`src/rtl/single_mips_pkg.sv`:
```
// Shared definitions for the single-cycle MIPS fetch path: fetch FSM states,
// instruction field positions and a sign-extension helper.
package single_mips_pkg;

  localparam int INSTR_W = 32;

  // Instruction field positions
  localparam int OPCODE_MSB = 31;
  localparam int OPCODE_LSB = 26;
  localparam int JIDX_MSB   = 25;
  localparam int JIDX_LSB   = 0;
  localparam int IMM_MSB    = 15;
  localparam int IMM_LSB    = 0;

  localparam int JIDX_W = JIDX_MSB - JIDX_LSB + 1;
  localparam int IMM_W  = IMM_MSB - IMM_LSB + 1;

  typedef enum logic [1:0] {
    ST_IDLE = 2'd0,
    ST_REQ  = 2'd1,
    ST_EXEC = 2'd2
  } fetch_state_t;

  // Sign-extend the 16-bit immediate to a full word
  function automatic logic [31:0] sign_ext_imm(input logic [IMM_W-1:0] imm);
    return {{(32 - IMM_W){imm[IMM_W-1]}}, imm};
  endfunction

endpackage

```
`src/rtl/single_mips_next_pc.sv`:
```
// Combinational next-PC selection: jump beats taken branch beats PC+4.
// Only the low 26 instruction bits (jump index, which contains the
// immediate) influence the target, so only those are brought in.
module single_mips_next_pc
  import single_mips_pkg::*;
(
  input  logic [31:0]       pc_plus4,
  input  logic [JIDX_W-1:0] instr_field,
  input  logic              branch,
  input  logic              zero,
  input  logic              jump,
  output logic [31:0]       next_pc
);

  logic [31:0] jump_target;
  logic [31:0] branch_target;

  assign jump_target   = {pc_plus4[31:28], instr_field, 2'b00};
  assign branch_target = pc_plus4 + (sign_ext_imm(instr_field[IMM_MSB:IMM_LSB]) << 2);

  // Jump is tested first so a don't-care branch/zero can never leak into the PC
  always_comb begin
    next_pc = pc_plus4;
    if (jump) begin
      next_pc = jump_target;
    end else if (branch && zero) begin
      next_pc = branch_target;
    end
  end

endmodule

```
`src/rtl/single_mips_fetch_unit.sv`:
```
// Instruction fetch stage: owns the PC, fetches over a req/ack handshake,
// presents each instruction for one execute cycle and retires it.
module single_mips_fetch_unit
  import single_mips_pkg::*;
#(
  parameter logic [31:0] RESET_PC = 32'h0000_0000
) (
  input  logic               CLK,
  input  logic               RST,
  output logic               IMEM_REQ,
  output logic [31:0]        IMEM_ADDR,
  input  logic               IMEM_ACK,
  input  logic [31:0]        IMEM_RDATA,
  output logic [INSTR_W-1:0] INSTR,
  output logic               INSTR_VALID,
  output logic [31:0]        PC,
  output logic [31:0]        PC_PLUS4,
  input  logic               BRANCH,
  input  logic               ZERO,
  input  logic               JUMP,
  output logic [31:0]        RETIRED_CNT
);

  fetch_state_t       state_reg;
  logic [31:0]        pc_reg;
  logic [INSTR_W-1:0] instr_reg;
  logic               imem_req_reg;
  logic               instr_valid_reg;
  logic [31:0]        retired_cnt_reg;
  logic [31:0]        pc_plus4;
  logic [31:0]        next_pc;

  assign pc_plus4 = pc_reg + 32'd4;

  single_mips_next_pc u_next_pc (
    .pc_plus4    (pc_plus4),
    .instr_field (instr_reg[JIDX_MSB:JIDX_LSB]),
    .branch      (BRANCH),
    .zero        (ZERO),
    .jump        (JUMP),
    .next_pc     (next_pc)
  );

  // Fetch FSM with registered request/valid outputs; the PC only moves at the
  // end of EXEC, so the address is stable for the whole request
  always_ff @(posedge CLK or posedge RST) begin
    if (RST) begin
      state_reg       <= ST_IDLE;
      pc_reg          <= RESET_PC;
      instr_reg       <= '0;
      imem_req_reg    <= 1'b0;
      instr_valid_reg <= 1'b0;
      retired_cnt_reg <= '0;
    end else begin
      case (state_reg)
        ST_IDLE: begin
          state_reg    <= ST_REQ;
          imem_req_reg <= 1'b1;
        end
        ST_REQ: begin
          if (IMEM_ACK) begin
            instr_reg       <= IMEM_RDATA;
            state_reg       <= ST_EXEC;
            imem_req_reg    <= 1'b0;
            instr_valid_reg <= 1'b1;
          end
        end
        ST_EXEC: begin
          pc_reg          <= next_pc;
          retired_cnt_reg <= retired_cnt_reg + 32'd1;
          state_reg       <= ST_REQ;
          imem_req_reg    <= 1'b1;
          instr_valid_reg <= 1'b0;
        end
        default: begin
          state_reg       <= ST_IDLE;
          imem_req_reg    <= 1'b0;
          instr_valid_reg <= 1'b0;
        end
      endcase
    end
  end

  assign IMEM_REQ    = imem_req_reg;
  assign IMEM_ADDR   = pc_reg;
  assign INSTR       = instr_reg;
  assign INSTR_VALID = instr_valid_reg;
  assign PC          = pc_reg;
  assign PC_PLUS4    = pc_plus4;
  assign RETIRED_CNT = retired_cnt_reg;

endmodule

```
`config.mk`:
```
export PLATFORM = sky130hd
export DESIGN_NAME = single_mips_fetch_unit
export DESIGN_NICKNAME = d
export VERILOG_FILES = /design/src/rtl/single_mips_pkg.sv /design/src/rtl/single_mips_next_pc.sv /design/src/rtl/single_mips_fetch_unit.sv
export SDC_FILE = /design/constraint.sdc
export NUM_CORES = 1
export LEC_CHECK = 0
export CORE_MARGIN = 2
export CORE_UTILIZATION = 39
export DETAILED_ROUTE_END_ITERATION = 8
export PLACE_DENSITY_LB_ADDON = 0.12
export SYNTH_ARGS = -nofsm -noshare
export SYNTH_HDL_FRONTEND = slang
export SYNTH_SLANG_ARGS = --single-unit
```
`constraint.sdc`:
```
create_clock -name CLK -period 4.62 [get_ports CLK]
set_input_delay 0.693 -clock CLK [delete_from_list [all_inputs] [get_ports CLK]]
set_output_delay 0.693 -clock CLK [all_outputs]
set_load 0.01 [all_outputs]
```
## Yosys cells after proc, flatten, opt, wreduce, memory -nomap -nowiden

Index checks and enable logic that the tools add are counted.

- Flip-flop bits (word level): 100
- Bits of input ports: 38
- Output and inout port bits: 162
- Word-level logic and storage cells: 26

- $add $sub $neg: 3
- Equality and inequality tests: 3
- Muxes and demuxes: 8
- Bitwise logic cells: 1
- Reduce and logical (&&, ||, !) cells: 5

Operator list:

| cell | number |
|---|---|
| 32-bit 2-to-1 mux | 2 |
| 32-bit by 1-bit adder with 32-bit output, second input constant | 1 |
| 32-bit by 3-bit adder with 32-bit output, second input constant | 1 |
| 32-bit adder | 1 |
| 1-bit one-hot mux with 2 select lines | 2 |
| 2-bit one-hot mux with 2 select lines | 1 |
| 2-bit AND reduction | 2 |
| 2-bit by 1-bit == test with 1-bit output, second input constant | 1 |
| 2-bit == test, second input constant | 1 |
| 2-bit logical NOT | 1 |
| 1-bit 2-to-1 mux | 2 |
| 2-bit 2-to-1 mux | 1 |
| 2-bit inequality test, second input constant | 1 |
| 2-bit OR reduction | 1 |
| 1-bit logical AND | 1 |
| 1-bit NOT | 1 |

## Logic depth before layout (Yosys ltp)

Gate-level depths: netlist of the first run.

- Word-level depth: 4
- Depth in mapped cells: 15
- Mapped depth without buffers: 15

## Cells and area by module

From an unflattened synthesis of the first run, not the netlist that was laid out.

- Cells, all modules: 837
- Area total of the unflattened synthesis: 6,994.2 sq um

Modules (own cells, without submodules):

| module | instances | cells each | area each (sq um) | seq. area each (sq um) |
|---|---|---|---|---|
| single_mips_fetch_unit | 1 | 510 | 4,753.3 | 2,477.4 |
| single_mips_next_pc | 1 | 327 | 2,240.9 | 0.0 |

## Worst setup path before layout of the first run

No wires, ideal clock.

- Path kind: flip-flop to flip-flop
- Start: reg pc_reg[2], in the netlist IMEM_ADDR[2]
- End: reg pc_reg[30], in the netlist IMEM_ADDR[30]
- Library setup time: 0.130 ns
- Arrival time: 3.533 ns
- Required time: 4.490 ns
- Setup slack: 0.957 ns
- Cell stages (with the launch flop): 15
- Path buffers: 1
- Clock period less this slack: 3.663 ns
- Cell sequence: dfrtp_1 -> ha_1 -> nand4_1 -> or4_4 -> xnor2_1 -> ha_1 -> clkbuf_1 -> inv_1 -> o21ba_2 -> inv_1 -> a2111oi_0 -> o41ai_1 -> or4_1 -> mux2i_1 -> nor3_1

- Cells in the longest elaborated chain, start to end: 4

Ends and longest elaborated chain:

| what | RTL line | RTL |
|---|---|---|
| start: declaration | single_mips_fetch_unit.sv:25 | `logic [31:0] pc_reg;` |
| start signal: assignment | single_mips_fetch_unit.sv:69 | `pc_reg <= next_pc;` |
| 32-bit by 3-bit adder with 32-bit output | single_mips_fetch_unit.sv:33 | `assign pc_plus4 = pc_reg + 32'd4;` |
| net PC_PLUS4[24] | single_mips_fetch_unit.sv:17 | `output logic [31:0] PC_PLUS4,` |
| 32-bit adder | single_mips_next_pc.sv:19 | `assign branch_target = pc_plus4 + (sign_ext_imm(instr_field[IMM_MSB:IMM_LSB]) << 2);` |
| 32-bit 2-to-1 mux | single_mips_next_pc.sv:26 | `end else if (branch && zero) begin` |
| 32-bit 2-to-1 mux | single_mips_next_pc.sv:24 | `if (jump) begin` |

The timed path passes the listed nets, and every way through them passes these cells.
A chain may end at the register's enable or synchronous reset.

## Worst setup path in the final report of the first run

- Start: reg pc_reg[2], in the netlist IMEM_ADDR[2]
- End: out PC_PLUS4[30]

- Cells in the longest elaborated chain, start to end: 1

Ends and longest elaborated chain:

| what | RTL line |
|---|---|
| 32-bit by 3-bit adder with 32-bit output | single_mips_fetch_unit.sv:33 |
| end: declaration | single_mips_fetch_unit.sv:17 |

No other way between the ends.

==> qor.txt, run 1 <==
Async SR Flop Fraction = 100%
R2R Path Start = IMEM_ADDR[2]
Pwr per Cell Area = 626 nW/µm²
CTS tree = built
drt wl/cell = 17.9 µm
Num Clock Sinks = 97
DRC = 0
pre-CTS setup slack = 753 ps
Comb power frac = 60.5%
cells after synthesis = 815
RSZ-0062 raised after global routing = false
CTS clk-pin slew, worst paths = 80 ps
Setup crit start = IMEM_ADDR[2]
routed wire length = 21.4 mm
Max clock buf depth = 2
Achievable Freq = 255 MHz
Core Region = 17300 µm²
Layout Skew = 13.3 ps
nature of the critical path startpoint = flip-flop
die width = 137 µm
IO Port Bufs = 193
Slowest cell on crit path = clkdlybuf4s50_1
Post-CTS Resized = 0
initial antenna violation count = 0
Post-synth EDFFs = 0
critical path class = reg -> out
clock latency on the worst-skew pair = 360 ps
#FFs+latches synth = 97
clk root buf = clkbuf_16
Layout area overhead = 31.1%
clock share of power = 13.8%
final hold slack = 477 ps
fraction of layout cells with a size suffix above 1 = 5.86%
vias per inst = 5.25
worst vdd ir = 0.000291 V
status = finished, final reports clean
Vias = 6291
row cnt = 48
Yosys warnings = 0
vias in the first global route = 5945
sequential fraction of design power = 25.7%
Crit path arrival time = 3220 ps
fin crit period = 3910 ps
GRT Util Overall = 23.0%
RD Place Congestion = 0.891
sequential area share after synthesis = 35.1%
type of the tightest min-delay check = reg -> reg
crit-path max cell delay = 570 ps
first-pass GRT wire length = 33.3 mm
Max FO, Critical Path = 7
final setup vio count = 0
Avg Cell Area, Syn = 8.48 µm²
CP Cell Sequence = ha_1 -> nand4_1 -> nor3_2 -> nand3_1 -> nor2_1 -> nand4_1 -> xnor2_1 -> clkdlybuf4s50_1
part of the cycle the worst path needs = 84.7%
Final Hold Viols = 0
CP required = 3930 ps
largest net degree at the start of global routing = 52
crit end category = primary output
Final #Nets = 1044
Switching Share = 45.3%
setup repair bufs after CTS = 0
Initial Util = 40.0%
die area = 18800 µm²
cts bufs inserted = 9
Slew @ Worst Pin = 1090 ps
Final Util = 52.4%
CP most frequent cell = nand4_1
Setup Total Neg Slack = 0 ps
Initial DRT Pass Iterations = 5
Hold Buf Count CTS = 0
synthesized cell area = 6910 µm²
post-route insts no fill = 1198
post-synth cell types = 73
IO Count = 200
FILL cells = 1687
hold_sp = RETIRED_CNT[31]
Synth Flop Type = dfrtp_1
initial drt markers = 433
post-DP HPWL = 16.7 mm
number of max-cap violations = 0
Post-Place Cells = 1182
Psw = 2.57 mW
PnR worst setup slack = 705 ps
leak pwr = 3.91 nW
grt total ovfl = 0
Int Pwr = 3.10 mW
ant diodes = 0
final slew viol count = 0
Die Span Y = 137 µm
H-tree depth = 3
ANT nets after route = 0
Rel. slew slack = 27.6%
## critical path: cells and delay by family (launching register included)
kind | cells | cell delay, ps
xor+xnor | 1 | 240
fa+ha+maj | 1 | 240
buf+inv | 1 | 570
flops | 1 | 450
simple gates | 5 | 1360
## cells in the final DEF (no fill, tap or decap), types with 3 or more instances in the layout
master | synthesis | layout
xor2_1 | 29 | 29
conb_1 | 1 | 6
and3_1 | 8 | 8
o211a_1 | 3 | 3
o221ai_1 | 3 | 3
ha_1 | 37 | 37
o21a_1 | 4 | 4
o21ai_1 | 6 | 6
a211oi_1 | 11 | 11
nand4_2 | 3 | 3
clkbuf_16 | 0 | 9
nor3_2 | 4 | 4
and4_1 | 6 | 6
nand4_1 | 15 | 15
nand2_1 | 188 | 188
nor3_1 | 12 | 12
o21ai_0 | 42 | 42
and2_1 | 6 | 6
o211ai_1 | 10 | 10
xnor2_1 | 54 | 54
a21oi_1 | 40 | 40
buf_4 | 36 | 10
dfrtp_1 | 97 | 97
nor2_1 | 53 | 53
inv_1 | 13 | 12
clkdlybuf4s50_1 | 0 | 193
or3_1 | 4 | 4
o31ai_1 | 6 | 6
nand3_1 | 25 | 25
a31oi_1 | 8 | 8
a21o_1 | 13 | 13
## layer usage
metal	share of wire [%]	track usage, %	up-vias
met2	48	37.5	193
met3	7.2	6.56	20
met1	44	30.1	2970
li1	-	-	3108
met4	1.3	5.61	0
met5	0	0	-
## area by class of cell
type / instances / area (µm²) / share of cell area [%]
Timing Repair Buffer: 203 / 2010 / 22.1
Clock buffer: 9 / 225 / 2.49
Inverter: 13 / 51.3 / 0.566
Tap cell: 225 / 282 / 3.11
Clock inverter: 7 / 81.3 / 0.897
Multi-Input combinational cell: 644 / 3990 / 44.0
Sequential cell: 97 / 2430 / 26.8
## per-stage QoR
step	power (mW)	cell area (µm²)
final	5.67	9060
after global routing	6.10	9060
after CTS	5.70	9060
after detailed placement	4.89	8760
after global placement	4.90	8760
after floorplan	3.50	6930
## Yosys cell counts, types with 4 or more instances
library cell,n,area share [%]
o31ai_1,6,0.65
a21oi_1,40,2.9
nand3_1,25,1.8
a21o_1,13,1.4
and4_1,6,0.76
and2_1,6,0.54
ha_1,37,6.7
o21ai_0,42,3.0
buf_2,4,0.29
nand4_1,15,1.4
nor3_1,12,0.87
xor2_1,29,3.7
nand2_1,188,10
a31oi_1,8,0.72
a211oi_1,11,1.2
clkbuf_8,5,1.0
xnor2_1,54,6.8
dfrtp_1,97,35
inv_1,13,0.71
o21a_1,4,0.43
and3_1,8,0.72
clkbuf_1,15,0.81
buf_4,36,3.9
nor3_2,4,0.58
o211ai_1,10,1.1
o21ai_1,6,0.43
nor2_1,53,2.9
or3_1,4,0.36
## worst paths after layout
check                                        to  slack [ps]  depth (start not counted)
worst max-delay path               PC_PLUS4[30]         710                          8
worst min-delay path            RETIRED_CNT[31]         480                          1
worst max register to register    IMEM_ADDR[21]         720                         14
worst min register to register  RETIRED_CNT[31]         480                          1
max in group asynchronous             INSTR[17]        2980                          3
min in group asynchronous              INSTR[1]         780                          2
## power by group through the flow
stage	clock (mW)	sequential, mW	combinational, mW
global placement	0	1.46	3.44
CTS	0.807	1.46	3.44
floorplan	0	1.46	2.05
global route	0.840	1.50	3.76
detailed placement	0	1.47	3.42
finish	0.785	1.46	3.43
## logic make-up after synthesis
logic type	synth area share [%]
compound gates	15.7
flops	35.1
mux	0.145
simple gates	23.8
fa+ha+maj	6.99
xor+xnor	10.8
other cells	0.0543
buf+inv	7.46
Power figures use the tool's default switching activity.
==> run 2: changes to the inputs <==
Clock period 4.62 ns to 3.9 ns, I/O delays scaled along.
==> run 2 against run 1 <==
  * Sequential share of layout area fell by 0.58 points
  * Register-to-register slack got worse by 490 ps
  * First-iteration DRC count fell by 5.3%
  * Largest cell class unchanged
  * Cell count rose by 1.8%
  * Highest routed layer unchanged
  * Clock-buffer cell count did not move
  * Combinational power rose by 24%
  * Sequential power rose by 13%
==> qor.txt, run 2 (synthesis gave the netlist of run 1 again) <==
die width = 137 µm (unchanged)
vias in the first global route = 5969 (+0.40%)
Final #Nets = 1066 (+2.1%)
R2R Path Start = IMEM_ADDR[8]
post-DP HPWL = 16.5 mm (-0.86%)
routed wire length = 21.6 mm (+0.71%)
initial drt markers = 410 (-5.3%)
first-pass GRT wire length = 33.3 mm (about the same)
grt total ovfl = 0 (unchanged)
Slew @ Worst Pin = 1070 ps (-13.7 ps)
Die Span Y = 137 µm (unchanged)
Num Clock Sinks = 97 (unchanged)
commonest cells after routing, fill and taps aside = 193 x clkdlybuf4s50_1, 188 x nand2_1, 96 x dfrtp_1
worst hold path endpoint = RETIRED_CNT[31]
part of the cycle the worst path needs = 94.1%
met2 routed wirelength = 10.3 mm (+0.43%)
R2R Setup Slk = 230 ps (-490 ps)
cts bufs inserted = 9 (unchanged)
Slowest cell on crit path = dfrtp_1
Layout area overhead = 34.1%
H-tree depth = 3 (unchanged)
ant diodes = 0 (unchanged)
clk root buf = clkbuf_16
Achievable Freq = 272 MHz
Core Region = 17300 µm² (unchanged)
Max clock buf depth = 2 (unchanged)
Pwr per Cell Area = 740 nW/µm² (+18%)
hold path depth = 1 (unchanged)
DRC = 0 (unchanged)
clock latency on the worst-skew pair = 360 ps (about the same)
nature of the critical path startpoint = flip-flop
RSZ-0062 raised after global routing = false
Initial DRT Pass Iterations = 5 (unchanged)
CP delay by family, top = simple AND/OR/NAND/NOR gates
CTS clk-pin slew, worst paths = 80 ps (about the same)
type of the tightest min-delay check = reg -> reg
Hold Buf Count CTS = 0 (unchanged)
status = finished, final reports clean
number of max-cap violations = 0 (unchanged)
drt wl/cell = 17.7 µm (-1.1%)
GRT Util Overall = 23.2% (+0.19 points)
largest net degree at the start of global routing = 68 (+31%)
CTS tree = built
Layout Skew = 9.80 ps (-3.50 ps)
Crit path arrival time = 3910 ps (+690 ps)
most common cell after layout, fill and taps aside = clkdlybuf4s50_1
CP required = 4140 ps (+210 ps)
met1 WL = 9.57 mm (+2.6%)
Initial Util = 40.0% (unchanged)
IO Count = 200 (unchanged)
final setup vio count = 0 (unchanged)
final slew viol count = 0 (unchanged)
crit-path max cell delay = 490 ps (-80 ps)
hold_sp = RETIRED_CNT[31]
leak pwr = 4.04 nW (+3.4%)
row cnt = 48 (unchanged)
worst vdd ir = 0.000379 V (+30%)
CP Buf/Inv Count = 1 (unchanged)
CP Cell Sequence = nand4_4 -> or3_4 -> nor2_2 -> nand3_1 -> xnor2_2 -> ha_1 -> a21oi_1 -> o21ba_2 -> inv_1 -> a2111oi_0 -> o41ai_1 -> or4_1 -> mux2i_1 -> nor3_1
vias per inst = 5.20 (-0.99%)
die area = 18800 µm² (unchanged)
Rel. slew slack = 28.5% (+0.92 points)
ANT nets after route = 0 (unchanged)
final hold slack = 465 ps (-11.9 ps)
crit end category = flip-flop
IO Port Bufs = 193 (unchanged)
met3 routed WL = 1.36 mm (-12%)
initial antenna violation count = 0 (unchanged)
r2r endpoint = IMEM_ADDR[30]
Worst Reg-to-Reg Cells = 14 (unchanged)
Vias = 6343 (+0.83%)
RD Place Congestion = 0.883 (-0.88%)
Setup Total Neg Slack = 0 ps (unchanged)
Top Layer Used = met4
critical path class = reg -> reg
Max FO, Critical Path = 7 (unchanged)
fraction of layout cells with a size suffix above 1 = 8.54% (+2.7 points)
Final Hold Viols = 0 (unchanged)
fin crit period = 3670 ps
Power, Total = 6.86 mW (+21%)
==> run 2: layer usage <==
metal | GRT usage [%] | vias up
met4 | 6.36 | 0
li1 | - | 3143
met5 | 0 | -
met1 | 30.9 | 2985
met3 | 5.44 | 21
met2 | 37.6 | 194
==> run 2: power breakdown <==
| part | total [mW] | switching [mW] | internal [mW] | leakage, nW |
|---|---|---|---|---|
| combinational | 4.27 | 2.20 | 2.07 | 2.66 |
| clock | 0.939 | 0.478 | 0.460 | 0.150 |
| sequential | 1.65 | 0.394 | 1.26 | 1.24 |
| total | 6.86 | 3.07 | 3.79 | 4.04 |
==> run 2: timing repair <==
item                                    4_1_cts  5_1_grt
endpoints found under the setup margin        0        4
gates resized for setup                       0        6
setup buffers                                 0        1
==> run 2: worst max path at each step <==
stage	start	to	slack, ps	depth (start not counted)
detailed placement	IMEM_ADDR[2]	IMEM_ADDR[21]	220	15
CTS	IMEM_ADDR[2]	IMEM_ADDR[21]	180	15
finish	IMEM_ADDR[8]	IMEM_ADDR[30]	230	14
global route	IMEM_ADDR[2]	IMEM_ADDR[31]	8	16
global placement	IMEM_ADDR[2]	IMEM_ADDR[21]	290	15
floorplan	IMEM_ADDR[2]	IMEM_ADDR[30]	240	14
==> run 2: cell type report <==
cell class                 instances  area [µm²]
multi-input combinational        644        4020
fill                            1646        8030
tap                              225         282
inverter                          13        51.3
clock buffer                       9         225
clock inverter                     7        78.8
sequential                        97        2430
timing repair buffer             225        2180
==> run 2: worst reg2reg max path: cells and delay by family (launching register included) <==
family	cells	cell delay, ps
and+or+nand+nor	6	1400
buffers and inverters	1	50
AOI/OAI and AO/OA	4	960
DFF	1	490
adders and majority gates	1	330
xor gates and xnor gates	1	190
muxes	1	140
==> run 2: stage by stage <==
stage                     std cells  utilization, %  setup slack (ps)  cell area [µm²]
after floorplan                 820               -               237             6930
after global placement         1203            51.6               290             8930
after detailed placement       1203            51.6               219             8930
after CTS                      1219            53.4               182             9230
after global routing           1220            53.6              8.28             9270
final                          1220            53.6               230             9270
